## src/rtl/seg_scan_ctrl.sv

```systemverilog
// seg_scan_ctrl: multiplexed hex-digit scan controller.
// Each digit gets a slot of SLOT_CYCLES clocks: BLANK_CYCLES dark cycles
// (anti-ghosting) followed by the SHOW phase driving that digit's anode.
// New values are captured into a shadow register on load and only promoted
// to the displayed register at the frame boundary, so a frame never tears.
// Optional build macro SEG_LEADING_ZERO_BLANK_EN suppresses leading zeros.
module seg_scan_ctrl #(
   parameter int NUM_DIGITS   = 4,
   parameter int SLOT_CYCLES  = 50000,
   parameter int BLANK_CYCLES = 16
) (
   input  logic                    clk,
   input  logic                    rst,
   input  logic [4*NUM_DIGITS-1:0] value_in,
   input  logic                    load,
   input  logic [NUM_DIGITS-1:0]   digit_mask,
   output logic [3:0]              nibble_out,
   output logic [NUM_DIGITS-1:0]   digit_sel,
   output logic                    pending,
   output logic                    frame_done
);

   localparam int CW = $clog2(SLOT_CYCLES);
   localparam int IW = $clog2(NUM_DIGITS);
   localparam int VW = 4 * NUM_DIGITS;

   localparam logic [CW-1:0] LAST_CNT  = CW'(SLOT_CYCLES - 1);
   localparam logic [CW-1:0] BLANK_CNT = CW'(BLANK_CYCLES);
   localparam logic [IW-1:0] LAST_IDX  = IW'(NUM_DIGITS - 1);

   typedef enum logic [0:0] {BLANK, SHOW} state_t;

   state_t                  state, state_nxt;
   logic [CW-1:0]           cnt, cnt_nxt;
   logic [IW-1:0]           idx, idx_nxt;
   logic                    show_en, show_en_nxt;
   logic [VW-1:0]           shadow_reg, disp_reg, disp_nxt;
   logic [NUM_DIGITS-1:0]   digit_sel_nxt;
   logic [3:0]              nibble_nxt;
   logic                    frame_done_nxt;

   // Select one bit of the mask by a run-time digit index.
   function automatic logic pick_bit(input logic [NUM_DIGITS-1:0] m,
                                     input logic [IW-1:0] i);
      logic b;
      b = 1'b0;
      for (int j = 0; j < NUM_DIGITS; j++)
         if (IW'(j) == i) b = m[j];
      return b;
   endfunction

   // Select one nibble of a packed digit vector by a run-time digit index.
   function automatic logic [3:0] pick_nib(input logic [VW-1:0] v,
                                           input logic [IW-1:0] i);
      logic [3:0] n;
      n = 4'h0;
      for (int j = 0; j < NUM_DIGITS; j++)
         if (IW'(j) == i) n = v[4*j +: 4];
      return n;
   endfunction

`ifdef SEG_LEADING_ZERO_BLANK_EN
   // A digit is eligible if it is digit 0 or it or any more significant
   // nibble is non-zero.
   function automatic logic lead_ok(input logic [VW-1:0] v,
                                    input logic [IW-1:0] i);
      logic ok;
      ok = (i == '0);
      for (int j = 0; j < NUM_DIGITS; j++)
         if ((IW'(j) >= i) && (v[4*j +: 4] != 4'h0)) ok = 1'b1;
      return ok;
   endfunction
`endif

   // Next-state logic: slot counter, digit index, phase and registered outputs.
   // Outputs are computed from next-cycle values so they line up with the
   // counter they describe.
   always_comb begin
      cnt_nxt        = cnt + CW'(1);
      idx_nxt        = idx;
      state_nxt      = state;
      show_en_nxt    = show_en;
      disp_nxt       = disp_reg;
      digit_sel_nxt  = '1;
      nibble_nxt     = 4'h0;
      frame_done_nxt = 1'b0;

      if (cnt == LAST_CNT) begin
         cnt_nxt = '0;
         idx_nxt = (idx == LAST_IDX) ? '0 : idx + IW'(1);
      end

      if (cnt_nxt < BLANK_CNT) state_nxt = BLANK;
      else                     state_nxt = SHOW;

      // The frame_done cycle is the last of the frame; promote on its edge.
      if (frame_done) disp_nxt = shadow_reg;

      // Enable is decided once per slot, on entry to SHOW.
      if ((state == BLANK) && (state_nxt == SHOW)) begin
`ifdef SEG_LEADING_ZERO_BLANK_EN
         show_en_nxt = pick_bit(digit_mask, idx_nxt) & lead_ok(disp_nxt, idx_nxt);
`else
         show_en_nxt = pick_bit(digit_mask, idx_nxt);
`endif
      end

      if ((state_nxt == SHOW) && show_en_nxt) begin
         for (int j = 0; j < NUM_DIGITS; j++)
            digit_sel_nxt[j] = (IW'(j) != idx_nxt);
      end

      nibble_nxt     = pick_nib(disp_nxt, idx_nxt);
      frame_done_nxt = (cnt_nxt == LAST_CNT) && (idx_nxt == LAST_IDX);
   end

   // Scan state and output registers.
   always_ff @(posedge clk or posedge rst) begin
      if (rst) begin
         state      <= BLANK;
         cnt        <= '0;
         idx        <= '0;
         show_en    <= 1'b0;
         digit_sel  <= '1;
         nibble_out <= 4'h0;
         frame_done <= 1'b0;
      end else begin
         state      <= state_nxt;
         cnt        <= cnt_nxt;
         idx        <= idx_nxt;
         show_en    <= show_en_nxt;
         digit_sel  <= digit_sel_nxt;
         nibble_out <= nibble_nxt;
         frame_done <= frame_done_nxt;
      end
   end

   // Capture/display double buffer; a load on the boundary cycle stays pending.
   always_ff @(posedge clk or posedge rst) begin
      if (rst) begin
         shadow_reg <= '0;
         disp_reg   <= '0;
         pending    <= 1'b0;
      end else begin
         if (load) shadow_reg <= value_in;
         disp_reg <= disp_nxt;
         if (frame_done)  pending <= load;
         else if (load)   pending <= 1'b1;
      end
   end

endmodule
```

## config.mk

```make
export PLATFORM = sky130hd
export DESIGN_NAME = seg_scan_ctrl
export DESIGN_NICKNAME = d
export VERILOG_FILES = /design/src/rtl/seg_scan_ctrl.sv
export SDC_FILE = /design/constraint.sdc
export NUM_CORES = 1
export LEC_CHECK = 0
export BUFFER_PORTS_ARGS = -buffer_cell sky130_fd_sc_hd__buf_4
export CORE_MARGIN = 2
export CORE_UTILIZATION = 35
export CTS_CLUSTER_SIZE = 14
export DETAILED_ROUTE_END_ITERATION = 16
export GPL_TIMING_DRIVEN = 0
export HOLD_SLACK_MARGIN = 0.12
export PLACE_DENSITY = 0.53
export SETUP_SLACK_MARGIN = 0.3
export SYNTH_ARGS = -nofsm -noshare
export SYNTH_HDL_FRONTEND = slang
export SYNTH_SLANG_ARGS = --single-unit
```

## constraint.sdc

```tcl
create_clock -name clk -period 5.05 [get_ports clk]
set_input_delay 0.7575 -clock clk [delete_from_list [all_inputs] [get_ports clk]]
set_output_delay 0.7575 -clock clk [all_outputs]
set_load 0.1 [all_outputs]
```

# After elaboration in Yosys (flattened, before gate mapping)
# Cells that the tools add are included.
# classes
n_addsub	2
n_eq_ne	10
n_bitwise	1
mux	17
magnitude_cmp	1
reduce_logical	6
# op_table
cell	n
16-bit == test, second input constant	2
16-bit two-way mux	2
4-bit two-way mux	5
16-bit by 1-bit adder with 16-bit output, second input constant	1
16-bit by 5-bit less-than comparator with 1-bit output, second input constant	1
1-bit two-way mux	8
2-bit == test, first input constant	2
2-bit == test, second input constant	2
2-bit two-way mux	2
2-bit != test, first input constant	2
2-bit nonzero test	2
1-bit logical AND	3
2-bit by 1-bit adder with 2-bit output, second input constant	1
1-bit by 2-bit == test with 1-bit output, first input constant	1
2-bit logical NOT	1
1-bit by 2-bit != test with 1-bit output, first input constant	1
1-bit NOT	1
# word_totals
reg_bits	62
in_bits	23

# Logic depth before layout (Yosys ltp)
# Gate-level depths: netlist of run 1.
# depth
depth_word	11
depth_mapped	9
mapped_depth_nobuf	8

# Least setup slack after synthesis of run 1
# No wires, ideal clock.
# synth_timing
kind	reg2reg
start	register cnt[0]
end	register frame_done
slack_ns	2.662
required_time_ns	4.970
arrival_time_ns	2.308
stages_incl_launch_ff	8
setup_ns	0.080
synth_period_minus_slack_ns	2.388
cell_sequence	dfrtp_1 -> ha_1 -> nand3_2 -> or3_1 -> and2_1 -> or4_1 -> or4_1 -> nor3b_2
# synth_between
elab_chain_len	4
# synth_rtl
element	line_no	rtl
from (decl)	34	logic [CW-1:0] cnt, cnt_nxt;
from (signal assigned)	129	cnt <= cnt_nxt;
16-bit by 1-bit adder with 16-bit output or 16-bit == test (tied branches)	79, 88	
16-bit two-way mux or 2-bit two-way mux (tied branches)	88	if (cnt == LAST_CNT) begin
16-bit == test or 2-bit == test (tied branches)	114	frame_done_nxt = (cnt_nxt == LAST_CNT) && (idx_nxt == LAST_IDX);
1-bit logical AND (*)	114	
named net frame_done_nxt	40	logic frame_done_nxt;
to (signal assigned)	134	frame_done <= frame_done_nxt;
to (decl)	20	output logic frame_done
# The timed path passes the listed nets; every way through them passes the cells marked *.
# A chain may end at the register's enable or synchronous reset.

# Worst setup path in the final report of run 1
# layout_timing
start	register cnt[0]
end	register digit_sel[2]
# layout_between
elab_chain_len	10
# layout_rtl
element	line_no	rtl
parallel branches: the longest is 9 deep, another holds 16-bit by 1-bit adder with 16-bit output	--	
4-bit two-way mux (*)	108	if ((state_nxt == SHOW) && show_en_nxt) begin
named net digit_sel_nxt[2]	38	logic [NUM_DIGITS-1:0] digit_sel_nxt;
to (signal assigned)	132	digit_sel <= digit_sel_nxt;
to (decl)	18	output logic [NUM_DIGITS-1:0] digit_sel,
# Mark *: on every way through the listed nets, which the timed path passes.

==> metrics.md, run 1 <==
| Metric | Value |
|---|---|
| Actual slew at the worst max-slew pin | 964.6 ps |
| Worst vdd ir | 0.0001728 V |
| CTS buffer count | 9 |
| Cts hold-fix bufs | 0 |
| Worst hold path type | flop to flop |
| Critical register-to-register path endpoint | digit_sel[2] |
| H-tree depth | 3 |
| Io pins | 33 |
| Crit path max-delay family | multiplexers |
| Most Crowded Layer GR | met2 |
| Data arrival time of the critical path | 3080 ps |
| Tcrit/Tclk final | 0.5609 |
| Largest net degree at the start of global routing | 33 |
| RD Place Congestion | 0.8183 |
| DRC viols | 0 |
| Via count | 1932 |
| Hold path startpoint | pending |
| Reported max-cap violation count | 0 |
| Final hold violation count | 0 |
| Clk network pwr share | 0.437 |
| Area fraction of the dominant cell type after synthesis | 0.4989 |
| Leading area contributor after synthesis | dfrtp_1 |
| Worst Skew | between 7 and 8 ps |
| Setup Buffers After CTS | 0 |
| Logic pwr share | 0.048 |
| First-pass GRT wire length | 9.991 mm |
| Status | finished clean |
| Overall power | 0.001005 W |
| Ys flop type | dfrtp_1 |
| Cells along the critical path | ha_1, and3_1, and4_1, buf_2, mux2i_1, o211ai_1, or3_1 |
| FMAX | between 0.3 and 0.4 GHz |
| Flop2flop setup slack | 2220 ps |
| Die footprint | 9056 um^2 |
| Post-CTS Resized | 0 |
| Die width | about 95 um |
| Cells on worst reg2reg path | 7 |
| Part of the power in registers | 0.515 |
| Hold EP | pending |
| Pleak | between 1.5 and 2 nW |
| Main area contributors after synthesis | dfrtp_1 50%, mux2_2 14%, mux2i_1 4.8% |
| Wirelength per Cell | ~15 um |
| Reg2reg start | cnt[0] |
| Port bufs | 31 |
| WP buf/inv | 1 |
| Initial antenna violation count | 0 |
| Final #Nets | 305 |
| Sw power | 0.0002138 W |
| Power per Cell Area | 287.6 nW/um^2 |
| Synthesis-stage register bit count | 62 |
| Post-synth ARST share | 1.000 |
| Core Rows | 33 |
| RSZ-0062 raised after global routing | false |
| Global Route met1 Usage | 0.2052 |
| Setup violators final | 0 |
| Filler cells | 798 |
| Most instantiated cells after synthesis | 58 x dfrtp_1, 35 x mux2_2, 14 x mux2i_1, 11 x nor2_1, 8 x nand2_1 |
| Max clock buf depth | 2 |
| Slew HR | 0.3385 |
| Syn. warnings | 0 |
| Reg clk slew, reported paths | 70 ps |
| Clock Latency Late Sink | around 330 ps |
| Starting DRT DRC Count | 64 |
| Clk root buf | clkbuf_8 |
| CTS tree | built |
| GRT Overall Usage | 0.1457 |
| Hold Path Cell Cnt | 1 |
| Syn_nets | 262 |
| Initial Utilization | 0.3576 |
| Crit. path cell count | 7 |
| Crit path kind | flop to flop |
| Critical Path Fanout Max | 11 |
| Sw Ratio | 0.2127 |
| Total grt overflow | 0 |
| Internal power | 0.0007912 W |
| Vias per cell | 4.967 |
| Share of cells above drive strength 1 | 0.3662 |
| Synth cell types | 52 |
| Area Growth Syn to Fin | 20.13% |
| Critical path's slowest cell | mux2i_1 |
| Clk sinks | between 60 and 70 |
| Setup TNS Final | 0 ps |
| Hpwl dp | slightly above 4 mm |
| Drt pass-1 iters | 4 |
| Final Max Slew Viols | 0 |
| Seq/Total Area, Yosys | 0.5351 |
| CP Data Required Time | 5300 ps |
| Core ar. | slightly above 8000 um^2 |
| Post-Synthesis Cells | 236 |
| Drt total wl | just under 6 mm |
| Crit end category | flop |
| Syn Area/Cell | between 10 and 15 um^2 |
| Top-count cell post-synth | dfrtp_1 |
| Met2 Use GR | 0.2136 |
| Antenna viol nets, final | 0 |
| Die Ht | 95.17 um |
| Post-synth EDFFs | 0 |
| Fin crit period | roughly 2800 ps |
| Number of global-route vias before repair | ~2000 |
| Crit path largest cell delay | 820 ps |
| Worst Setup Start Kind | flop |
| Antenna cells | 0 |
| Cell area after synthesis | between 2000 and 3000 um^2 |
| GR Layer Usage met3 | 0.04269 |
-- worst max-delay path by stage --
stage | slack, ps | start | end
after floorplan | 2660 | cnt[0] | frame_done
after global placement | 1850 | rst | cnt[12]
after detailed placement | 2140 | cnt[0] | digit_sel[2]
after CTS | 2130 | cnt[0] | digit_sel[2]
after global routing | 1950 | cnt[0] | digit_sel[2]
final | 2220 | cnt[0] | digit_sel[2]
-- layer usage --
layer | routed length [um] | vias up | share of wire
met2 | 2596 | 36 | 0.45
met3 | 203 | 9 | 0.035
li1 | - | 938 | -
met1 | 2876 | 949 | 0.50
met5 | 0 | - | 0
met4 | 97 | 0 | 0.017
-- worst reg2reg max path: cells and delay by family (launching register included) --
kind,cells,cell delay [ps]
compound gates,1,200
fa+ha+maj,1,230
buf+inv,1,190
flops,1,500
mux,1,820
simple gates,3,800
-- metrics by stage --
step	instance area [um^2]	setup slack [ps]	instances	hold slack (ps)	util
after detailed placement	3293	2141	373	474.6	0.4049
after global routing	3495	1946	389	514.0	0.4296
final	3495	2217	389	491.3	0.4296
after global placement	3273	1851	372	473.9	0.4024
after CTS	3495	2134	389	494.5	0.4296
after floorplan	2909	2662	236	471.7	-
-- cell usage in the layout (no fill, tap or decap), types with 7 or more instances in the layout --
cell type	instances
dfrtp_1	58
mux2_2	35
buf_4	33
mux2i_1	14
nor2_1	11
clkbuf_8	11
nand2_1	8
clkbuf_1	7
nand3_1	7
xor2_1	7
-- cell type report --
| cell class | count | area [um^2] | area share |
|---|---|---|---|
| clock buffer | 13 | 158.9 | 0.04547 |
| multi-input combinational | 153 | 1245 | 0.3562 |
| buffer | 15 | 85.08 | 0.02435 |
| timing repair buffer | 32 | 252.7 | 0.07232 |
| sequential | 62 | 1556 | 0.4454 |
| clock inverter | 3 | 42.54 | 0.01217 |
| tap | 105 | 131.4 | 0.03759 |
| inverter | 6 | 22.52 | 0.006445 |
-- logic make-up after synthesis --
logic type               share of synthesized area
adder cells (fa/ha/maj)                    0.01290
AO/OA/AOI/OAI                              0.05462
buffers and inverters                      0.03698
multiplexers                                0.1837
AND/OR/NAND/NOR                             0.1437
flip-flops                                  0.5351
XOR/XNOR                                   0.03312
-- power groups by stage --
stage               clock [W]  sequential, W  combinational (W)
floorplan                   0       0.000527          0.0000255
global placement            0       0.000526          0.0000471
detailed placement          0       0.000527          0.0000504
CTS                  0.000458       0.000517          0.0000505
global route         0.000480       0.000518          0.0000545
finish               0.000440       0.000517          0.0000482
Note: power is estimated with default switching activity, not from simulation.
==> run 2: changes to the inputs <==
- clock period: 5.05 -> 2.9 ns (I/O delays scaled with it)
==> run 2 against run 1 <==
Effect of this change: clock skew rose by 0.96 ps; largest cell class unchanged; global-route usage barely moved; die area did not move; largest power group unchanged; cell count rose by 1.0%; sequential share of layout area fell by 0.88 points; critical endpoint is now frame_done; clock power rose by 74%.
==> metrics.md, run 2 (synthesis results as in run 1) <==
| Metric | Value |
|---|---|
| Cts hold-fix bufs | 0 |
| Die width | roughly 95 um |
| Largest net degree at the start of global routing | 33 |
| Share of cells above drive strength 1 | 0.3993 |
| Worst Setup Start Kind | flop |
| Worst vdd ir | between 0.0003 and 0.0004 V |
| Starting DRT DRC Count | 63 |
| Clock Latency Late Sink | roughly 330 ps |
| H-tree depth | 3 |
| Drt pass-1 iters | 4 |
| Critical path's slowest cell | or4_1 |
| Setup TNS Final | 0 ps |
| Clk root buf | clkbuf_8 |
| Pleak | ~1.7 nW |
| GR Layer Usage met3 | 0.04269 |
| Max clock buf depth | 2 |
| Drt total wl | 5.852 mm |
| Final hold violation count | 0 |
| Slew HR | 0.5250 |
| Core ar. | ~8100 um^2 |
| Status | finished clean |
| Antenna cells | 0 |
| Cells along the critical path | ha_1, and3_2, and4_1, buf_4, or4_1, or4_1, nor3b_2 |
| Most frequent cell on the critical path | or4_1 |
| Met2 Use GR | 0.2148 |
| Most Crowded Layer GR | met2 |
| Crit end category | flop |
| Area Growth Syn to Fin | 22.75% |
| Reg area | between 1500 and 2000 um^2 |
| Wirelength per Cell | 14.89 um |
| Initial antenna violation count | 0 |
| Reported max-cap violation count | 0 |
| Design area | roughly 3600 um^2 |
| Setup violators final | 0 |
| Die Ht | 95.17 um |
| CTS buffer count | 9 |
| WP buf/inv | 1 |
| Final Max Slew Viols | 0 |
| Port bufs | 31 |
| Worst hold path type | input port to async pin |
| Critical Path Fanout Max | 8 |
| Worst Skew | 7.979 ps |
| Antenna viol nets, final | 0 |
| Pre-CTS setup slack | -9.327 ps |
| Number of global-route vias before repair | about 2000 |
| Core Rows | 33 |
| RD Place Congestion | 0.8183 |
| Reg clk slew, reported paths | 70 ps |
| Clk sinks | 62 |
| Area after DPL | around 3300 um^2 |
| Final worst slack | 384.3 ps |
| DRC viols | 0 |
| Initial Utilization | 0.3576 |
| Filler cells | just under 800 |
| Tcrit/Tclk final | 0.8675 |
| Crit path kind | flop to flop |
| Die footprint | 9056 um^2 |
| Vias per cell | 4.972 |
| Post-Route Utilization | 0.4390 |
| CP Data Required Time | ~3200 ps |
| First-pass GRT wire length | 10.01 mm |
| CTS tree | built |
| Total grt overflow | 0 |
| Global Route met1 Usage | 0.2046 |
| RSZ-0062 raised after global routing | false |
| Fin crit period | 2516 ps |
| Data arrival time of the critical path | ~2800 ps |
| Crit path largest cell delay | 540 ps |
| Power per Cell Area | 490.3 nW/um^2 |
| Most common cell after layout, fill and taps aside | dfrtp_1 |
| Crit path max-delay family | simple AND/OR/NAND/NOR gates |
| Actual slew at the worst max-slew pin | slightly above 700 ps |
| Multi-input gate area | 1284 um^2 |
| GRT Overall Usage | 0.1459 |
| Hpwl dp | approximately 4.0 mm |
| Final #Nets | 309 |
| Io pins | 33 |
| Most frequent cells in the layout | 56 x dfrtp_1, 39 x buf_4, 35 x mux2_2, 12 x mux2i_1 |
| Via count | 1954 |
| FMAX | between 0.3 and 0.4 GHz |
| Worst Hold Margin | 225.5 ps |
[run 2: metrics by stage]
| stage | total power [W] | cells |
|---|---|---|
| 3_5_place_dp | 0.001005 | 373 |
| 5_1_grt | 0.001833 | 393 |
| 2_1_floorplan | 0.0009625 | 236 |
| 3_3_place_gp | 0.0009984 | 372 |
| 6_report | 0.001751 | 393 |
| 4_1_cts | 0.001786 | 389 |
[run 2: where the power goes]
| group | internal [W] | switching, W |
|---|---|---|
| Sequential | 0.000889 | 0.0000113 |
| Clock | 0.000443 | 0.000323 |
| Combinational | 0.0000450 | 0.0000390 |
| Total | 0.00138 | 0.000373 |
[run 2: routing by layer]
| layer | share of wire | vias up | wire (um) |
|---|---|---|---|
| met4 | 0.017 | 0 | 102 |
| met5 | 0 | - | 0 |
| met3 | 0.037 | 9 | 215 |
| met1 | 0.49 | 963 | 2857 |
| li1 | - | 947 | - |
| met2 | 0.46 | 35 | 2676 |
[run 2: path summary, 6_finish.rpt]
check,start,to,slack (ps),cells after the start
min in group clk,value_in[5],shadow_reg[5],330,2
worst min register to register,pending,pending,490,1
worst max-delay path,cnt[0],frame_done,380,7
max in group asynchronous,rst,digit_sel[1],1980,3
worst max register to register,cnt[0],frame_done,380,7
worst min-delay path,rst,shadow_reg[14],230,2
[run 2: cell type report]
cell class,count,share of cell area
sequential,62,0.4366
clock inverter,3,0.01191
timing repair buffer,36,0.07919
clock buffer,13,0.04450
buffer,15,0.02523
multi-input combinational,153,0.3595
tap,105,0.03679
inverter,6,0.006307
[run 2: what timing repair did]
action                     in CTS  in global routing
cloned                          0                  0
setup endpoints to repair      11                 11
gates resized for setup         5                  7
setup buffers                   0                  4
==> run 3: changes to the inputs <==
- PLACE_DENSITY: 0.53 -> 0.5
==> run 3 against run 2 <==
Effect of this change: cell count increased by 0.51%; power up 3.4%; via count grew 0.10%; cell area increased by 0.35%; register-to-register slack worse by 40 ps; routed wire length up 2.3%; critical path depth is the same.
==> metrics.md, run 3 (synthesis results as in run 1) <==
| Metric | Value |
|---|---|
| Most common cell after layout, fill and taps aside | dfrtp_1 |
| RD Place Congestion | about 0.81 |
| Final hold violation count | 0 |
| Pre-CTS setup slack | -16.39 ps |
| Worst Skew | 8.583 ps |
| Slew HR | 0.5847 |
| Starting DRT DRC Count | 75 |
| Core Rows | 33 |
| Die Ht | 95.17 um |
| FMAX | 0.3910 GHz |
| H-tree depth | 3 |
| Worst Setup Start Kind | flop |
| Reported max-cap violation count | 0 |
| Fin crit period | 2558 ps |
| Critical path's slowest cell | or4_1 |
| Power per Cell Area | 505.1 nW/um^2 |
| Cts hold-fix bufs | 0 |
| Worst hold path type | input port to async pin |
| CTS buffer count | 9 |
| Multi-input gate area | 1270 um^2 |
| Number of global-route vias before repair | 1958 |
| Logic pwr share | 0.047 |
| Setup TNS Final | 0 ps |
| Filler cells | 769 |
| First-pass GRT wire length | just under 10 mm |
| Initial Utilization | 0.3576 |
| Io pins | 33 |
| Critical Path Fanout Max | 6 |
| Die footprint | about 9100 um^2 |
| RSZ-0062 raised after global routing | true |
| Overall power | 0.001810 W |
| Most frequent cell on the critical path | or4_1 |
| Port bufs | 31 |
| Most frequent cells in the layout | 56 x dfrtp_1, 38 x buf_4, 35 x mux2_2, 12 x mux2i_1, 11 x nor2_1 |
| CTS tree | built |
| Crit path largest cell delay | between 500 and 600 ps |
| Hpwl dp | 4.102 mm |
| Final worst slack | 342.2 ps |
| Vias per cell | 4.952 |
| Pleak | about 1.7 nW |
| Final Max Slew Viols | 0 |
| Crit end category | flop |
| Clock Latency Late Sink | 330 ps |
| Antenna viol nets, final | 0 |
| Clk network pwr share | 0.456 |
| Internal power | 0.001417 W |
| Reg clk slew, reported paths | 70 ps |
| GRT Overall Usage | 0.1426 |
| Part of the power in registers | 0.498 |
| Actual slew at the worst max-slew pin | 623.0 ps |
| Reg area | 1559 um^2 |
| Drt total wl | 5.985 mm |
| WP buf/inv | 1 |
| Share of cells above drive strength 1 | 0.3966 |
| Die width | 95.17 um |
| Post-Route Utilization | 0.4405 |
| Total grt overflow | 0 |
| Tcrit/Tclk final | 0.8820 |
| Crit path max-delay family | simple AND/OR/NAND/NOR gates |
| Setup violators final | 0 |
| Sw power | 0.0003932 W |
| Clk sinks | slightly above 60 |
| Drt pass-1 iters | 4 |
| DRC viols | 0 |
| CP Data Required Time | 3160 ps |
| Worst Hold Margin | 165.8 ps |
| Area Growth Syn to Fin | 23.18% |
| Sw Ratio | 0.2172 |
| Status | finished clean |
| Worst vdd ir | 0.0002739 V |
| Crit path kind | flop to flop |
| Final #Nets | 311 |
| Wirelength per Cell | 15.15 um |
| Largest net degree at the start of global routing | 41 |
| Cells along the critical path | ha_1, and3_1, and4_1, buf_2, or4_1, or4_1, nor3b_2 |
| Antenna cells | 0 |
| Max clock buf depth | 2 |
| Clk root buf | clkbuf_8 |
| Via count | ~2000 |
| Data arrival time of the critical path | approximately 2800 ps |
| Initial antenna violation count | 0 |
| Core ar. | slightly above 8000 um^2 |
==> run 3: changes by cell type in the layout (fill, tap and decap cells not counted), sizes merged <==
cell / before / now
buf: 46 / 47
bufinv: 1 / 2
clkbuf: 18 / 16
clkinv: 1 / 3
==> run 3: power by group through the flow <==
| stage | logic [W] | registers [W] | clock network (W) |
|---|---|---|---|
| 4_1_cts | 0.0000874 | 0.000900 | 0.000849 |
| 3_3_place_gp | 0.0000827 | 0.000917 | 0 |
| 6_report | 0.0000844 | 0.000900 | 0.000825 |
| 2_1_floorplan | 0.0000445 | 0.000918 | 0 |
| 3_5_place_dp | 0.0000871 | 0.000917 | 0 |
| 5_1_grt | 0.0000950 | 0.000903 | 0.000891 |
==> run 3: routing by layer <==
| layer | global-route usage | wire [um] | share of wire | vias up |
|---|---|---|---|---|
| met5 | 0 | 0 | 0 | - |
| met4 | 0.06643 | 97 | 0.016 | 0 |
| met3 | 0.03004 | 181 | 0.030 | 10 |
| met2 | 0.2089 | 2754 | 0.46 | 34 |
| met1 | 0.2012 | 2951 | 0.49 | 971 |
| li1 | - | - | - | 941 |
==> run 3: cell type report <==
class | instances | share of cell area
Buffer | 15 | 0.02549
Clock buffer | 10 | 0.03561
Clock inverter | 6 | 0.02409
Inverter | 6 | 0.006285
Multi-Input combinational cell | 153 | 0.3544
Sequential cell | 62 | 0.4351
Tap cell | 105 | 0.03666
Timing Repair Buffer | 38 | 0.08240
==> run 3: worst reg2reg max path, delay by kind of cell, from the launching register on <==
| kind | cells | cell delay [ps] |
|---|---|---|
| buffers and inverters | 1 | 190 |
| DFF | 1 | 450 |
| adders and majority gates | 1 | 230 |
| and+or+nand+nor | 5 | 1620 |
==> run 3: worst paths after layout <==
kind | from | endpoint | slack (ps) | cells past startpoint
max reg2reg | cnt[0] | frame_done | 340 | 7
min in group clk | value_in[8] | shadow_reg[8] | 330 | 2
max | cnt[0] | frame_done | 340 | 7
max in group asynchronous | rst | digit_sel[1] | 2070 | 3
min | rst | cnt[3] | 170 | 2
min reg2reg | pending | pending | 490 | 1
==> run 3: timing repair <==
| item | CTS | global route |
|---|---|---|
| resized for setup | 6 | 2 |
| buffers inserted | 0 | 6 |
| pin swaps | 0 | 1 |
| endpoints found under the setup margin | 11 | 8 |
==> run 3: through the flow <==
| step | area (um^2) | std cells |
|---|---|---|
| floorplan | 2909 | 236 |
| global placement | 3273 | 372 |
| detailed placement | 3293 | 373 |
| CTS | 3528 | 389 |
| global route | 3583 | 395 |
| finish | 3583 | 395 |
